===== config.mk =====
export PLATFORM = sky130hd
export DESIGN_NAME = led_req_scheduler
export DESIGN_NICKNAME = d
export VERILOG_FILES = /design/src/rtl/led_pkg.sv /design/src/rtl/led_req_scheduler_rr_arbiter.sv /design/src/rtl/led_req_scheduler.sv
export SDC_FILE = /design/constraint.sdc
export NUM_CORES = 1
export LEC_CHECK = 0
export ABC_CLOCK_PERIOD_IN_PS = 3300
export BUFFER_PORTS_ARGS = -buffer_cell sky130_fd_sc_hd__clkbuf_2
export CORE_MARGIN = 2
export CORE_UTILIZATION = 56
export DETAILED_ROUTE_END_ITERATION = 10
export HOLD_SLACK_MARGIN = 0.06
export PLACE_DENSITY = 0.83
export SLEW_MARGIN = 20
export SYNTH_ARGS = -nofsm -noshare
export SYNTH_HDL_FRONTEND = slang
export SYNTH_SLANG_ARGS = --single-unit

===== constraint.sdc =====
create_clock -name clk -period 3.3 [get_ports clk]
set_input_delay 0 -clock clk [delete_from_list [all_inputs] [get_ports clk]]
set_output_delay 0 -clock clk [all_outputs]
set_load 0.01 [all_outputs]

===== src/rtl/led_pkg.sv =====
// led_pkg: shared constants and FSM encoding for the LED request scheduler.
// Revision 1.0
`default_nettype none

package led_pkg;

  localparam int IDX_W     = 5;
  localparam int LED_COUNT = 18;
  localparam int GAP_W     = 4;

  typedef enum logic [1:0] {
    IDLE  = 2'd0,
    ISSUE = 2'd1,
    GAP   = 2'd2
  } state_t;

endpackage

`default_nettype wire


===== src/rtl/led_req_scheduler_rr_arbiter.sv =====
// rr_arbiter: combinational rotating-priority arbiter; first request at or after i_ptr wins.
// Revision 1.0
`default_nettype none

module rr_arbiter
  import led_pkg::*;
#(
  parameter int NUM_REQ = 4,
  parameter int PTR_W   = 2
) (
  input  logic [NUM_REQ-1:0] i_req,
  input  logic [PTR_W-1:0]   i_ptr,
  output logic [NUM_REQ-1:0] o_grant,
  output logic [PTR_W-1:0]   o_winner,
  output logic               o_valid
);

  function automatic int wrap(input int v);
    return (v >= NUM_REQ) ? v - NUM_REQ : v;
  endfunction

  // Walk from the farthest offset back to the pointer so the nearest request is written last.
  always_comb begin
    o_grant  = '0;
    o_winner = '0;
    o_valid  = 1'b0;
    for (int i = NUM_REQ - 1; i >= 0; i--) begin
      if (i_req[wrap(int'(i_ptr) + i)]) begin
        o_grant  = '0;
        o_grant[wrap(int'(i_ptr) + i)] = 1'b1;
        o_winner = PTR_W'(wrap(int'(i_ptr) + i));
        o_valid  = 1'b1;
      end
    end
  end

endmodule

`default_nettype wire


===== src/rtl/led_req_scheduler.sv =====
// led_req_scheduler: shares the LED-timer request port between NUM_REQ buffered requesters.
// Optional grant counter output enabled by LED_REQ_SCHEDULER_STATS_EN.  Revision 1.0
`default_nettype none

module led_req_scheduler
  import led_pkg::*;
#(
  parameter int NUM_REQ    = 4,
  parameter int LED_COUNT  = led_pkg::LED_COUNT,
  parameter int IDX_W      = led_pkg::IDX_W,
  parameter int GAP_CYCLES = 2
) (
  input  logic                     clk,
  input  logic                     rst,
  input  logic [NUM_REQ-1:0]       req_valid,
  input  logic [NUM_REQ*IDX_W-1:0] req_index,
  output logic [NUM_REQ-1:0]       req_ready,
  output logic [IDX_W-1:0]         led_index,
  output logic                     led_request,
  output logic                     drop_pulse,
`ifdef LED_REQ_SCHEDULER_STATS_EN
  output logic [15:0]              grant_count,
`endif
  output logic                     busy
);

  localparam int PTR_W = $clog2(NUM_REQ);

  logic [NUM_REQ-1:0] r_full;
  logic [IDX_W-1:0]   r_buf [NUM_REQ];
  logic [PTR_W-1:0]   r_ptr;
  logic [GAP_W-1:0]   r_gap;
  state_t             r_state;
  state_t             w_state_nxt;

  logic [NUM_REQ-1:0] w_onehot;
  logic [PTR_W-1:0]   w_win;
  logic               w_gnt_valid;
  logic [IDX_W-1:0]   w_win_index;
  logic               w_win_ok;
  logic               w_grant;
  logic               w_issue;
  logic               w_drop;

  rr_arbiter #(
    .NUM_REQ (NUM_REQ),
    .PTR_W   (PTR_W)
  ) u_arb (
    .i_req    (r_full),
    .i_ptr    (r_ptr),
    .o_grant  (w_onehot),
    .o_winner (w_win),
    .o_valid  (w_gnt_valid)
  );

  assign req_ready   = ~r_full & {NUM_REQ{rst}};
  assign w_win_index = r_buf[w_win];
  assign w_win_ok    = int'({1'b0, w_win_index}) < LED_COUNT;
  assign busy        = (|r_full) || (r_state != IDLE);

  // A full buffer is never ready, so load and grant-clear cannot collide on one edge.
  always_ff @(posedge clk or negedge rst) begin
    if (!rst) begin
      r_full <= '0;
      for (int r = 0; r < NUM_REQ; r++) r_buf[r] <= '0;
    end else begin
      for (int r = 0; r < NUM_REQ; r++) begin
        if (req_valid[r] && req_ready[r]) begin
          r_full[r] <= 1'b1;
          r_buf[r]  <= req_index[r*IDX_W +: IDX_W];
        end else if (w_grant && w_onehot[r]) begin
          r_full[r] <= 1'b0;
        end
      end
    end
  end

  always_ff @(posedge clk or negedge rst) begin
    if (!rst) r_state <= IDLE;
    else      r_state <= w_state_nxt;
  end

  // Leaving GAP on the edge the counter reaches 1 gives exactly GAP_CYCLES low cycles between pulses.
  always_comb begin
    w_state_nxt = r_state;
    case (r_state)
      IDLE:    if (w_issue) w_state_nxt = ISSUE;
      ISSUE:   w_state_nxt = (GAP_CYCLES > 1) ? GAP : IDLE;
      GAP:     if (r_gap <= GAP_W'(2)) w_state_nxt = IDLE;
      default: w_state_nxt = IDLE;
    endcase
  end

  always_comb begin
    w_grant = (r_state == IDLE) && w_gnt_valid;
    w_issue = w_grant && w_win_ok;
    w_drop  = w_grant && !w_win_ok;
  end

  always_ff @(posedge clk or negedge rst) begin
    if (!rst) begin
      r_ptr       <= '0;
      r_gap       <= '0;
      led_request <= 1'b0;
      led_index   <= '0;
      drop_pulse  <= 1'b0;
    end else begin
      led_request <= w_issue;
      drop_pulse  <= w_drop;
      if (w_issue) led_index <= w_win_index;
      if (w_grant) r_ptr <= (int'(w_win) == NUM_REQ - 1) ? '0 : w_win + 1'b1;
      if (r_state == ISSUE)    r_gap <= GAP_W'(GAP_CYCLES);
      else if (r_state == GAP) r_gap <= r_gap - 1'b1;
    end
  end

`ifdef LED_REQ_SCHEDULER_STATS_EN
  logic [15:0] r_grant_count;

  always_ff @(posedge clk or negedge rst) begin
    if (!rst)                                   r_grant_count <= '0;
    else if (w_issue && r_grant_count != 16'hFFFF) r_grant_count <= r_grant_count + 1'b1;
  end

  assign grant_count = r_grant_count;
`endif

endmodule

`default_nettype wire


==> implementation parameters <==
Parameter                              Value

Timing
  Maximum clock frequency ... ~340 MHz
  Number of failing hold endpoints at the final stage ... 0
  Final number of max-transition violations ... 0
  Unrepaired setup endpoints after global routing ... false
  Share of the cycle needed by the critical path after routing ... 0.880
  Slew margin rel. ... 0.576
  Worst setup slack after layout ... ~0.4 ns
  Setup TNS ... 0 ns
  Final period demand of the worst path ... ~2.9 ns
  Clock Skews ... approximately 0.0063 ns
  Hold WS ... 0.103 ns
  Slew at the pin with the worst max-slew slack ... about 0.63 ns
  Setup-violating endpoint count in the final report ... 0

Critical path
  Critical Setup Path Class ... flip-flop to flip-flop
  Critical path's most frequent cell ... sky130_fd_sc_hd__mux2_2
  Type of destination of the critical path ... flip-flop
  Ordered list of cells on the worst path ... inv_1 -> ha_1 -> mux4_2 -> a311oi_4 -> mux2_2 -> a21oi_4 -> mux2_2
  Cell family with the largest share of critical-path delay ... multiplexers
  Highest net fanout along the worst path ... 10
  Required time at the worst-slack endpoint ... around 3.5 ns
  Master of the slowest instance on the critical path ... sky130_fd_sc_hd__mux2_2
  Arrival time at the worst endpoint ... just over 3 ns
  Buf+Inv Stages, Crit Path ... 1
  Delay of the slowest critical-path stage ... about 0.47 ns
  Critical path launch point type ... flip-flop

Logic synthesis
  Count leader, synth ... sky130_fd_sc_hd__dfrtp_1
  Count of different cell masters after synthesis ... 35
  Post-Synthesis Cell Area ... about 2300 µm²
  Synthesized instance count ... 213
  Mapped Avg Cell Area ... about 11 µm²
  Synthesis-stage register bit count ... 39
  Fraction of registers with async set or reset after synthesis ... 1.00
  Leading post-synthesis cells by cell area ... sky130_fd_sc_hd__dfrtp_1, sky130_fd_sc_hd__mux2_2, sky130_fd_sc_hd__ha_1, sky130_fd_sc_hd__mux2i_1, sky130_fd_sc_hd__mux4_2
  Syn_nets ... between 200 and 300
  Yosys warning count ... 0
  Share of the yosys chip area belonging to registers ... 0.419
  Commonest cells post-synth ... sky130_fd_sc_hd__dfrtp_1, sky130_fd_sc_hd__mux2_2, sky130_fd_sc_hd__nand2_1, sky130_fd_sc_hd__nor2_1, sky130_fd_sc_hd__ha_1
  Count of flip-flops with a built-in enable after synthesis ... 0
  Share of the synthesized area in the top cell type ... 0.419
  Cell taking the most area after synthesis ... sky130_fd_sc_hd__dfrtp_1
  Post-synth top flop ... sky130_fd_sc_hd__dfrtp_1

Clocking
  Root buffer selected by CTS ... sky130_fd_sc_hd__clkbuf_8
  CTS H-tree depth ... 2
  Num CTS Buffers ... 5
  Clock latency at the later pin of the worst-skew pair ... roughly 0.30 ns
  Post-CTS Setup Repair Bufs ... 0
  Number of buffers added to fix hold violations after cts ... 21
  Maximum clock path buffer count ... 2
  Total of cells resized after clock tree synthesis ... 0
  CTS sink cnt ... 39
  Clock tree from TritonCTS ... built
  Reg clk slew, reported paths ... ~0.08 ns

Place
  Port Buffers ... 37
  Dpl hpwl ... around 3500 µm
  Final weighted congestion in routability-driven placement ... between 0.8 and 0.9
  Number of placed instances, taps included ... roughly 300
  Placed cell areas ... ~2600 µm²
  DP Worst Slack ... 0.475 ns

Final layout
  Ratio of cells with drive above 1 in the final layout ... 0.319
  Growth of design area from synthesis to finish ... 24.7%
  Net count of the finished layout ... around 310
  Final Instance Count excl. Fillers ... 326
  Count of antenna diodes in the layout ... 0
  Final instance area ... 2900 µm²

Routing
  Drt first-iter violations ... 96
  WL/cell ... roughly 18 µm
  Via total after detailed routing ... roughly 1900
  Antenna violation net count after detailed routing ... 0
  DRT Pass-1 Iters ... 4
  Number of vias per cell ... slightly below 6
  Total routed wirelength ... ~6000 µm
  Drc violations ... 0

Floorplan
  Placement row count ... 23
  Chip width ... about 69 µm
  Die Y-Extent ... about 69 µm
  Core area ... roughly 4000 µm²
  Die Area ... between 4000 and 5000 µm²
  Effective utilization at floorplan ... 0.582
  Number of top-level pins ... 38

Power and ir drop
  Pleak ... ~1.3 nW
  Worst IR Drop VDD ... between 0.0007 and 0.0008 V
  Power per Cell Area ... roughly 1300 nW/µm²

GRT
  All-layer global routing usage ... 0.281
  Number of global-route vias before repair ... between 2000 and 2500
  Antenna violations before repair ... 0
  First-pass GRT wire length ... 9500 µm
  Total congestion overflow after global routing ... 0
  Largest net degree at the start of global routing ... 25

Status
  Run status ... finished clean

Hold path
  Worst hold-check path type ... input port to flip-flop

Job
  Number of max-cap violations ... 0
worst paths after layout:
check,from,endpoint,slack [ns],cells after the start
worst max-delay path,r_ptr[0],led_index[1],0.40,7
min in group asynchronous,rst,led_index[0],0.21,2
worst min-delay path,req_valid[2],r_full[2],0.10,3
worst max register to register,r_ptr[0],led_index[1],0.40,7
worst min register to register,led_index[2],led_index[2],0.53,1
max in group asynchronous,rst,r_buf[9],2.42,3
power by group:
part | internal [W] | leakage (nW) | switching, W
registers | 0.000727 | 0.467 | 0.000242
clock network | 0.000245 | 0.0612 | 0.000174
logic | 0.00104 | 0.807 | 0.00122
through the flow:
stage	util	total power, W
6_report	0.726	0.00365
5_1_grt	0.726	0.00387
3_3_place_gp	0.644	0.00297
4_1_cts	0.726	0.00349
3_5_place_dp	0.644	0.00304
2_1_floorplan	-	0.00259
flip-flops by register name (all words and copies together), names as in the netlist:
signal / flops
r_buf: 20
drop_pulse: 1
r_state: 2
r_gap: 4
r_full: 4
r_ptr: 2
led_request: 1
led_index: 5
logic make-up after synthesis:
| kind of cell | synth area share |
|---|---|
| muxes | 0.230 |
| AOI/OAI and AO/OA | 0.122 |
| xor gates and xnor gates | 0.00376 |
| adders and majority gates | 0.0698 |
| and+or+nand+nor | 0.122 |
| DFF | 0.419 |
| buffers and inverters | 0.0328 |
placed cells by master (no fill, tap or decap), types with 2 or more instances in the layout:
cell type and count:
sky130_fd_sc_hd__a211o_1 2, sky130_fd_sc_hd__a21oi_1 11, sky130_fd_sc_hd__a221oi_1 4, sky130_fd_sc_hd__a31oi_1 2, sky130_fd_sc_hd__buf_4 6, sky130_fd_sc_hd__clkbuf_2 37
sky130_fd_sc_hd__clkbuf_8 6, sky130_fd_sc_hd__dfrtp_1 39, sky130_fd_sc_hd__dlygate4sd3_1 21, sky130_fd_sc_hd__ha_1 13, sky130_fd_sc_hd__inv_1 8, sky130_fd_sc_hd__mux2_2 29
sky130_fd_sc_hd__mux2i_1 12, sky130_fd_sc_hd__mux4_2 4, sky130_fd_sc_hd__nand2_1 16, sky130_fd_sc_hd__nand2b_1 3, sky130_fd_sc_hd__nor2_1 14, sky130_fd_sc_hd__nor2b_1 9
sky130_fd_sc_hd__nor3_1 7, sky130_fd_sc_hd__o21ai_0 10, sky130_fd_sc_hd__o22ai_1 2, sky130_fd_sc_hd__o32ai_1 2, sky130_fd_sc_hd__or3_1 4
per-layer routing:
layer,track usage,share of wire
met5,0,0
met4,0.168,0.045
met3,0.0601,0.050
met2,0.490,0.53
met1,0.312,0.38
cell type report:
type                       count  area [µm²]
fill                         257        1100
multi-input combinational    157        1280
clock buffer                   6        82.6
inverter                       8        30.0
timing repair buffer          64         440
sequential                    39         976
tap                           50        62.6
clock inverter                 2        35.0
worst min-delay path, cell delays in order:
cell and delay (ns):
sky130_fd_sc_hd__clkbuf_2 0.07, sky130_fd_sc_hd__nand2_1 0.18, sky130_fd_sc_hd__nand2_1 0.11
Note: power is estimated with default switching activity, not from simulation.
